$ cat src/rtl/ps2_frame_rx.sv
// PS/2 keyboard frame receiver: synchronises ps2Clk/ps2Data, times each clock phase and assembles 11-bit frames.
// Optional odd-parity fault checking is enabled by defining PS2_PARITY_CHECK_EN.
module ps2_frame_rx #(
  parameter int unsigned counterBits = 8,
  parameter int unsigned minClk      = 15,
  parameter int unsigned maxClk      = 25,
  parameter int unsigned readAt      = 5,
  parameter int unsigned timeoutClk  = 200
) (
  input  logic       clk,
  input  logic       reset,
  input  logic       ps2Clk,
  input  logic       ps2Data,
  output logic [7:0] data,
  output logic       dataReady,
  output logic       error
);

  localparam logic [counterBits-1:0] MIN_C     = counterBits'(minClk);
  localparam logic [counterBits-1:0] MAX_C     = counterBits'(maxClk);
  localparam logic [counterBits-1:0] READ_AT   = counterBits'(readAt);
  localparam logic [counterBits-1:0] TIMEOUT_C = counterBits'(timeoutClk);
  localparam logic [3:0]             LAST_BIT  = 4'd10;

  typedef enum logic [1:0] {S_IDLE, S_LOW, S_HIGH} state_e;

  state_e                 state_q;
  logic [counterBits-1:0] cnt_q;
  logic [3:0]             idx_q;
  logic [10:0]            frame_q;
  logic                   clk_s1_q, clk_s2_q, clk_prev_q;
  logic                   dat_s1_q, dat_s2_q;
  logic                   eval_q;
  logic [7:0]             data_q;
  logic                   ready_q;
  logic                   error_q;

  logic                   fall_c;
  logic [counterBits-1:0] cnt_inc_c;
  logic                   parity_ok_c;
  logic                   frame_ok_c;

  assign fall_c    = clk_prev_q & ~clk_s2_q;
  assign cnt_inc_c = (cnt_q == '1) ? cnt_q : cnt_q + counterBits'(1);

`ifdef PS2_PARITY_CHECK_EN
  assign parity_ok_c = ^frame_q[9:1];
`else
  logic unused_parity_c;
  assign unused_parity_c = frame_q[9];
  assign parity_ok_c     = 1'b1;
`endif

  assign frame_ok_c = ~frame_q[0] & frame_q[10] & parity_ok_c;

  // Phase-timing FSM; frame evaluation runs one cycle after the stop bit while already back in IDLE.
  always_ff @(posedge clk or negedge reset) begin
    if (!reset) begin
      state_q    <= S_IDLE;
      cnt_q      <= '0;
      idx_q      <= '0;
      frame_q    <= '0;
      clk_s1_q   <= 1'b1;
      clk_s2_q   <= 1'b1;
      clk_prev_q <= 1'b1;
      dat_s1_q   <= 1'b1;
      dat_s2_q   <= 1'b1;
      eval_q     <= 1'b0;
      data_q     <= 8'h00;
      ready_q    <= 1'b0;
      error_q    <= 1'b0;
    end else begin
      clk_s1_q   <= ps2Clk;
      clk_s2_q   <= clk_s1_q;
      clk_prev_q <= clk_s2_q;
      dat_s1_q   <= ps2Data;
      dat_s2_q   <= dat_s1_q;
      ready_q    <= 1'b0;
      eval_q     <= 1'b0;

      if (eval_q) begin
        if (frame_ok_c) begin
          data_q  <= frame_q[8:1];
          ready_q <= 1'b1;
          error_q <= 1'b0;
        end else begin
          error_q <= 1'b1;
        end
      end

      case (state_q)
        S_IDLE: begin
          if (fall_c) begin
            state_q <= S_LOW;
            idx_q   <= '0;
            cnt_q   <= '0;
          end
        end
        S_LOW: begin
          if (clk_s2_q) begin
            cnt_q <= '0;
            if (cnt_q < MIN_C) begin
              error_q <= 1'b1;
              state_q <= S_IDLE;
            end else if (idx_q == LAST_BIT) begin
              eval_q  <= 1'b1;
              state_q <= S_IDLE;
            end else begin
              state_q <= S_HIGH;
            end
          end else if (cnt_q == MAX_C) begin
            error_q <= 1'b1;
            state_q <= S_IDLE;
            cnt_q   <= '0;
          end else begin
            cnt_q <= cnt_inc_c;
            if (cnt_q == READ_AT) begin
              frame_q[idx_q] <= dat_s2_q;
              // A high start bit aborts at once; later edges restart framing from IDLE.
              if (idx_q == 4'd0 && dat_s2_q) begin
                error_q <= 1'b1;
                state_q <= S_IDLE;
                cnt_q   <= '0;
              end
            end
          end
        end
        S_HIGH: begin
          if (fall_c) begin
            state_q <= S_LOW;
            idx_q   <= idx_q + 4'd1;
            cnt_q   <= '0;
          end else if (cnt_q == TIMEOUT_C) begin
            error_q <= 1'b1;
            state_q <= S_IDLE;
            cnt_q   <= '0;
          end else begin
            cnt_q <= cnt_inc_c;
          end
        end
        default: begin
          state_q <= S_IDLE;
          cnt_q   <= '0;
        end
      endcase
    end
  end

  assign data      = data_q;
  assign dataReady = ready_q;
  assign error     = error_q;

endmodule
$ cat config.mk
export PLATFORM = sky130hd
export DESIGN_NAME = ps2_frame_rx
export DESIGN_NICKNAME = d
export VERILOG_FILES = /design/src/rtl/ps2_frame_rx.sv
export SDC_FILE = /design/constraint.sdc
export NUM_CORES = 1
export LEC_CHECK = 0
export ABC_CLOCK_PERIOD_IN_PS = 2450
export BUFFER_PORTS_ARGS = -buffer_cell sky130_fd_sc_hd__buf_2
export CORE_ASPECT_RATIO = 0.75
export CORE_MARGIN = 10
export CORE_UTILIZATION = 59
export DETAILED_ROUTE_END_ITERATION = 16
export HOLD_SLACK_MARGIN = 0.03
export PLACE_DENSITY_LB_ADDON = 0.2
export SYNTH_ARGS = -nofsm -noshare
export SYNTH_HDL_FRONTEND = slang
export SYNTH_SLANG_ARGS = --single-unit
$ cat constraint.sdc
create_clock -name clk -period 2.45 [get_ports clk]
set_clock_uncertainty 0.05 [all_clocks]
set_input_delay 0.3675 -clock clk [delete_from_list [all_inputs] [get_ports clk]]
set_output_delay 0.3675 -clock clk [all_outputs]
set_load 0.1 [all_outputs]
==> results.sh, run 1 <==
export IMPL_status="finished, final reports clean"
export IMPL_slew_viol_final=0
export IMPL_tns_ns=0
export IMPL_vias=1530
export IMPL_synth_ff_type="dfrtp_1"
export IMPL_grt_max_degree=41
export IMPL_ys_warnings_count=0
export IMPL_use_met2_pct=17.7
export IMPL_ys_async_sr_fraction_pct=100
export IMPL_grtUsageMet3_pct=4.12
export IMPL_seqCellArea_mm2=0.00101
export IMPL_hold_buffers=0
export IMPL_relSlewSlack_pct=43.6
export IMPL_vdd_drop_max_uv=424
export IMPL_antenna_found_initial=0
export IMPL_criticalPathCategory="flip-flop to flip-flop"
export IMPL_fin_crit_ns=2.30
export IMPL_die_w_um=88.1
export IMPL_crit_slowest_cell="or3b_2"
export IMPL_crit_arrival_ns=2.43
export IMPL_clk_latency_ns=0.28
export IMPL_syn_area_mm2=0.00205
export IMPL_syn_num_nets=216
export IMPL_fin_ws_ns=0.145
export IMPL_design_area_mm2=0.00225
export IMPL_crit_fanout=10
export IMPL_cts_resized_gates=0
export IMPL_clkTransAtPathRegs_ns=0.08
export IMPL_end_kind="flip-flop"
export IMPL_drive_above_1_share_pct=21.5
export IMPL_htreeDepth=2
export IMPL_wl_per_cell_um=15.5
export IMPL_numCtsBuffers=5
export IMPL_gp_congestion=0.841
export IMPL_grt_ovfl_total=0
export IMPL_drcViolationCount=0
export IMPL_p_per_area_mw_per_mm2=716
export IMPL_maxCapViolCount=0
export IMPL_hold_class="input port to flip-flop"
export IMPL_holdWs_ns=0.125
export IMPL_startpoint="cnt_q[1]"
export IMPL_root_buffer="clkbuf_8"
export IMPL_met1_usage_pct=19.9
export IMPL_rsz0062_at_grt="no"
export IMPL_numPortBuffers=13
export IMPL_post_place_ws_ns=0.136
export IMPL_dp_hpwl_um=2930
export IMPL_dieArea_mm2=0.00626
export IMPL_synth_edf_count=0
export IMPL_critPathRequiredTime_ns=2.57
export IMPL_vias_per_cell=5.91
export IMPL_grt_pass1_wl_um=6800
export IMPL_cts_tree="built"
export IMPL_yosysUniqueCellTypes=47
export IMPL_track_usage_pct=13.2
export IMPL_first_pass_iters=4
export IMPL_ys_seq_area_share_pct=49.1
export IMPL_finalHoldViolations=0
export IMPL_p_leak_nw=1.06
export IMPL_fp_coreArea_mm2=0.00331
export IMPL_area_growth_pct=9.58
export IMPL_cts_sinks=40
export IMPL_finalCritPeriodShare_pct=94.1
export IMPL_crit_path_cell_trace="inv_1 -> ha_1 -> or3b_2 -> nor4b_4 -> nand4b_1 -> mux2_1"
export IMPL_initial_utilization_pct=61.9
export IMPL_drt_total_wl_um=4020
export IMPL_fin_nets=233
export IMPL_cp_start_kind="flip-flop"
export IMPL_die_y_um=71.1
export IMPL_yosys_register_bits=40
export IMPL_max_freq_ghz=0.434
export IMPL_max_stage_delay_ns=0.50
export IMPL_synthCells=201
export IMPL_postPlaceCellArea_mm2=0.00215
export IMPL_num_antenna_cells=0
export IMPL_hold_path_startpoint="ps2Clk"
export IMPL_multiInputGateArea_um2=976
export IMPL_ant_nets=0
export IMPL_ioPinCount=14
export IMPL_gr_max_usage_layer="met1"
export IMPL_nFillCells=245
export IMPL_r2r_start="cnt_q[1]"
export IMPL_clock_path_buffers=2
export IMPL_rows=18
export IMPL_drtIter0Drc=132
export IMPL_setup_viol=0
export IMPL_grt_pass1_vias=1367
export IMPL_tightest_slew_ns=0.847
export IMPL_syn_avg_cell_area_um2=10.2
export IMPL_post_cts_setup_buffers=0
[registers in the layout, indices dropped and copies added (netlist names)]
signal,flops
cnt_q,8
state_q,2
dat_s2_q,1
clk_s2_q,1
clk_prev_q,1
dat_s1_q,1
eval_q,1
frame_q,10
data,8
clk_s1_q,1
error,1
idx_q,4
dataReady,1
[area by class of cell]
| type | instances | area share [%] |
|---|---|---|
| Clock buffer | 6 | 3.67 |
| Multi-Input combinational cell | 144 | 43.4 |
| Inverter | 13 | 2.17 |
| Sequential cell | 40 | 44.8 |
| Clock inverter | 2 | 0.445 |
| Tap cell | 40 | 2.23 |
| Timing Repair Buffer | 14 | 3.23 |
[routing by layer]
layer	vias to the layer above	part of all wire [%]
met5	-	0
met4	0	0.67
met3	4	9.2
met2	59	41
met1	724	49
li1	743	-
[through the flow]
step | power (W) | utilization, % | std cells
floorplan | 0.00107 | - | 201
global placement | 0.00116 | 65.1 | 251
detailed placement | 0.00117 | 65.1 | 251
CTS | 0.00162 | 67.9 | 259
global route | 0.00170 | 67.9 | 259
finish | 0.00161 | 67.9 | 259
[placed cells by master (no fill, tap or decap), types with 2 or more instances in the layout]
cell and instances:
or3_1 2, nand2_1 34, nor2_1 4, buf_2 13, dfstp_2 5, mux2_2 11
clkbuf_8 6, o211ai_1 4, and3_1 2, nor4_1 2, nand2b_1 2, nor2b_1 4
or3b_2 2, ha_1 11, nand3_1 16, o21ai_0 8, a22oi_1 2, a21oi_1 9
a22o_1 2, inv_1 12, or4_1 2, dfrtp_1 35, nor3_1 4, clkinv_2 2
[cell usage after synthesis (2+ instances only)]
cell type | n | area, um^2
nand2_1 | 34 | 128
nand2b_1 | 2 | 12.5
a22oi_1 | 2 | 15.0
or3b_2 | 2 | 17.5
o211ai_1 | 4 | 30.0
nand3_1 | 16 | 80.1
nor3_1 | 4 | 20.0
or3_1 | 2 | 12.5
or4_1 | 2 | 15.0
clkbuf_1 | 3 | 11.3
a22o_1 | 2 | 17.5
mux2_2 | 11 | 124
and3_1 | 2 | 12.5
nor2_1 | 4 | 15.0
inv_1 | 12 | 45.0
nor4_1 | 2 | 12.5
nor2b_1 | 4 | 25.0
dfstp_2 | 5 | 131
ha_1 | 11 | 138
o21ai_0 | 8 | 40.0
a21oi_1 | 9 | 45.0
dfrtp_1 | 35 | 876
[worst max-delay path: cells and delay by family, from the launching register on]
| family | cells | cell delay (ns) |
|---|---|---|
| AND/OR/NAND/NOR | 3 | 1.15 |
| buffers and inverters | 1 | 0.10 |
| adder cells (fa/ha/maj) | 1 | 0.14 |
| multiplexers | 1 | 0.33 |
| flip-flops | 1 | 0.42 |
[path summary, 6_finish.rpt]
kind / depth (start not counted) / to / slack (ns)
min reg2reg: 0 / dat_s2_q / 0.31
max in group asynchronous: 1 / idx_q[0] / 1.69
min in group asynchronous: 1 / data[4] / 0.14
min: 1 / clk_s1_q / 0.12
max reg2reg: 6 / frame_q[8] / 0.15
max: 6 / frame_q[8] / 0.15
[kinds of logic (layout without fill, tap and decap cells)]
logic type / count (synthesis) / count (layout) / share of synthesized area, %
adder cells (fa/ha/maj): 11 / 11 / 6.71
AND/OR/NAND/NOR: 87 / 87 / 23.4
multiplexers: 13 / 13 / 7.08
buffers and inverters: 17 / 35 / 3.29
XOR/XNOR: 1 / 1 / 0.427
AO/OA/AOI/OAI: 32 / 32 / 9.95
flip-flops: 40 / 40 / 49.1
[power breakdown]
| part | internal [W] | leakage (nW) | switching, W |
|---|---|---|---|
| clock | 0.000225 | 0.0510 | 0.000216 |
| combinational | 0.000146 | 0.475 | 0.000278 |
| sequential | 0.000704 | 0.536 | 0.0000399 |
(Power assumes the default switching activity.)
==> run 2: changes to the inputs <==
CORE_ASPECT_RATIO = 1.1   (was 0.75)
==> run 2 against run 1 <==
Compared with the run above:
- fmax rose by 1.9%
- total power rose by 1.2%
- highest routed layer unchanged
- combinational power barely moved
- critical path type unchanged
- largest power group unchanged
- cell count rose by 3.5%
- sequential cell count did not move
- sequential share of layout area fell by 0.27 points
- global-route usage rose by 0.56 points
- worst hold slack got worse by 0.086 ns
==> results.sh, run 2 (same netlist as run 1, synthesis figures left out) <==
export IMPL_p_int_w=0.00107
export IMPL_criticalPathCategory="flip-flop to flip-flop"
export IMPL_htreeDepth=2
export IMPL_fin_crit_ns=2.26
export IMPL_pwr_share_seq_pct=45.9
export IMPL_largest_reg_flops=10
export IMPL_status="finished, final reports clean"
export IMPL_finalHoldViolations=0
export IMPL_regMostFlops="frame_q"
export IMPL_comb_power_share_pct=26.0
export IMPL_drcViolationCount=0
export IMPL_grt_max_degree=41
export IMPL_die_y_um=81.8
export IMPL_num_antenna_cells=0
export IMPL_maxCapViolCount=0
export IMPL_numPortBuffers=13
export IMPL_cts_sinks=40
export IMPL_ioPinCount=14
export IMPL_slew_viol_final=0
export IMPL_first_pass_iters=4
export IMPL_dieArea_mm2=0.00624
export IMPL_critPathRequiredTime_ns=2.66
export IMPL_vdd_drop_max_uv=436
export IMPL_crit_path_cell_trace="inv_1 -> ha_1 -> or3b_2 -> nor4b_4 -> nand4b_1 -> mux2_1"
export IMPL_setup_viol=0
export IMPL_clkTransAtPathRegs_ns=0.13
export IMPL_rsz0062_at_grt="no"
export IMPL_pwr_share_clk_pct=28.1
export IMPL_crit_fanout=10
export IMPL_wl_per_cell_um=15.1
export IMPL_tightest_slew_ns=0.843
export IMPL_antenna_found_initial=0
export IMPL_relSlewSlack_pct=43.8
export IMPL_max_stage_delay_ns=0.50
export IMPL_area_growth_pct=10.3
export IMPL_fin_nets=234
export IMPL_final_common_cell="dfrtp_1"
export IMPL_grt_pass1_wl_um=6960
export IMPL_vias_per_cell=5.78
export IMPL_numCtsBuffers=5
export IMPL_crit_arrival_ns=2.48
export IMPL_clk_latency_ns=0.36
export IMPL_rows=22
export IMPL_cp_start_kind="flip-flop"
export IMPL_final_cell_mix="35 x dfrtp_1, 34 x nand2_1, 16 x nand3_1"
export IMPL_dp_hpwl_um=2970
export IMPL_end_kind="flip-flop"
export IMPL_fp_coreArea_mm2=0.00333
export IMPL_root_buffer="clkbuf_4"
export IMPL_hold_class="input port to async pin"
export IMPL_p_sw_share_pct=34.4
export IMPL_initial_utilization_pct=61.6
export IMPL_max_freq_ghz=0.442
export IMPL_gp_congestion=0.856
export IMPL_crit_slowest_cell="or3b_2"
export IMPL_design_area_mm2=0.00226
export IMPL_p_leak_nw=1.06
export IMPL_clock_path_buffers=2
export IMPL_postPlaceCellArea_mm2=0.00216
export IMPL_drive_above_1_share_pct=20.9
export IMPL_holdWs_ns=0.0391
export IMPL_grt_pass1_vias=1517
export IMPL_ant_nets=0
export IMPL_finalCritPeriodShare_pct=92.3
export IMPL_grt_ovfl_total=0
export IMPL_post_cts_setup_buffers=0
export IMPL_track_usage_pct=13.8
export IMPL_tns_ns=0
export IMPL_p_per_area_mw_per_mm2=720
export IMPL_drtIter0Drc=113
export IMPL_die_w_um=76.2
export IMPL_power_switching_w=0.000560
export IMPL_cts_tree="built"
export IMPL_vias=1548
export IMPL_drt_total_wl_um=4050
-- run 2: layout make-up --
class	count	area, um^2
Clock buffer	5	37.5
Tap cell	48	60.1
Clock inverter	3	46.3
Sequential cell	40	1010
Timing Repair Buffer	15	85.1
Fill cell	258	1070
Inverter	13	48.8
Multi-Input combinational cell	144	976
-- run 2: metrics by stage --
| step | power (W) | util (%) | setup WS (ns) | std cells |
|---|---|---|---|---|
| 6_report | 0.00163 | 67.9 | 0.188 | 268 |
| 5_1_grt | 0.00172 | 67.9 | 0.0386 | 268 |
| 4_1_cts | 0.00163 | 67.3 | 0.120 | 266 |
| 3_5_place_dp | 0.00118 | 64.8 | 0.122 | 258 |
| 3_3_place_gp | 0.00115 | 64.8 | 0.164 | 258 |
| 2_1_floorplan | 0.00107 | - | 0.260 | 201 |
-- run 2: power groups by stage --
stage | combinational (W) | sequential, W | clock [W]
after CTS | 0.000420 | 0.000747 | 0.000466
after global placement | 0.000400 | 0.000754 | 0
final | 0.000422 | 0.000747 | 0.000457
after floorplan | 0.000269 | 0.000803 | 0
after global routing | 0.000467 | 0.000754 | 0.000502
after detailed placement | 0.000416 | 0.000759 | 0
-- run 2: worst paths after layout --
path	start	endpoint	slack [ns]	cells after the start
max reg2reg	cnt_q[1]	frame_q[8]	0.19	6
min	reset	data[6]	0.04	1
max in group asynchronous	reset	cnt_q[1]	1.78	1
min reg2reg	clk_s1_q	clk_s2_q	0.30	0
min in group clk	clk_s1_q	clk_s2_q	0.30	0
max	cnt_q[1]	frame_q[8]	0.19	6
-- run 2: metal layers --
metal	global-route usage, %	up-vias	routed length [um]
li1	-	747	-
met1	13.5	754	1600
met2	25.3	35	2140
met3	4.26	12	186
met4	9.11	0	116
met5	0	-	0
-- run 2: critical path, delay by kind of cell, from the launching register on --
family	cells	cell delay [ns]
adder cells (fa/ha/maj)	1	0.13
buffers and inverters	1	0.10
flip-flops	1	0.43
multiplexers	1	0.33
AND/OR/NAND/NOR	3	1.14
-- run 2: what timing repair did --
| action | in CTS | in global routing |
|---|---|---|
| resized for setup | 0 | 0 |
| endpoints found under the setup margin | 0 | 1 |
| hold buffers | 0 | 2 |
| endpoints found under the hold margin | 0 | 2 |
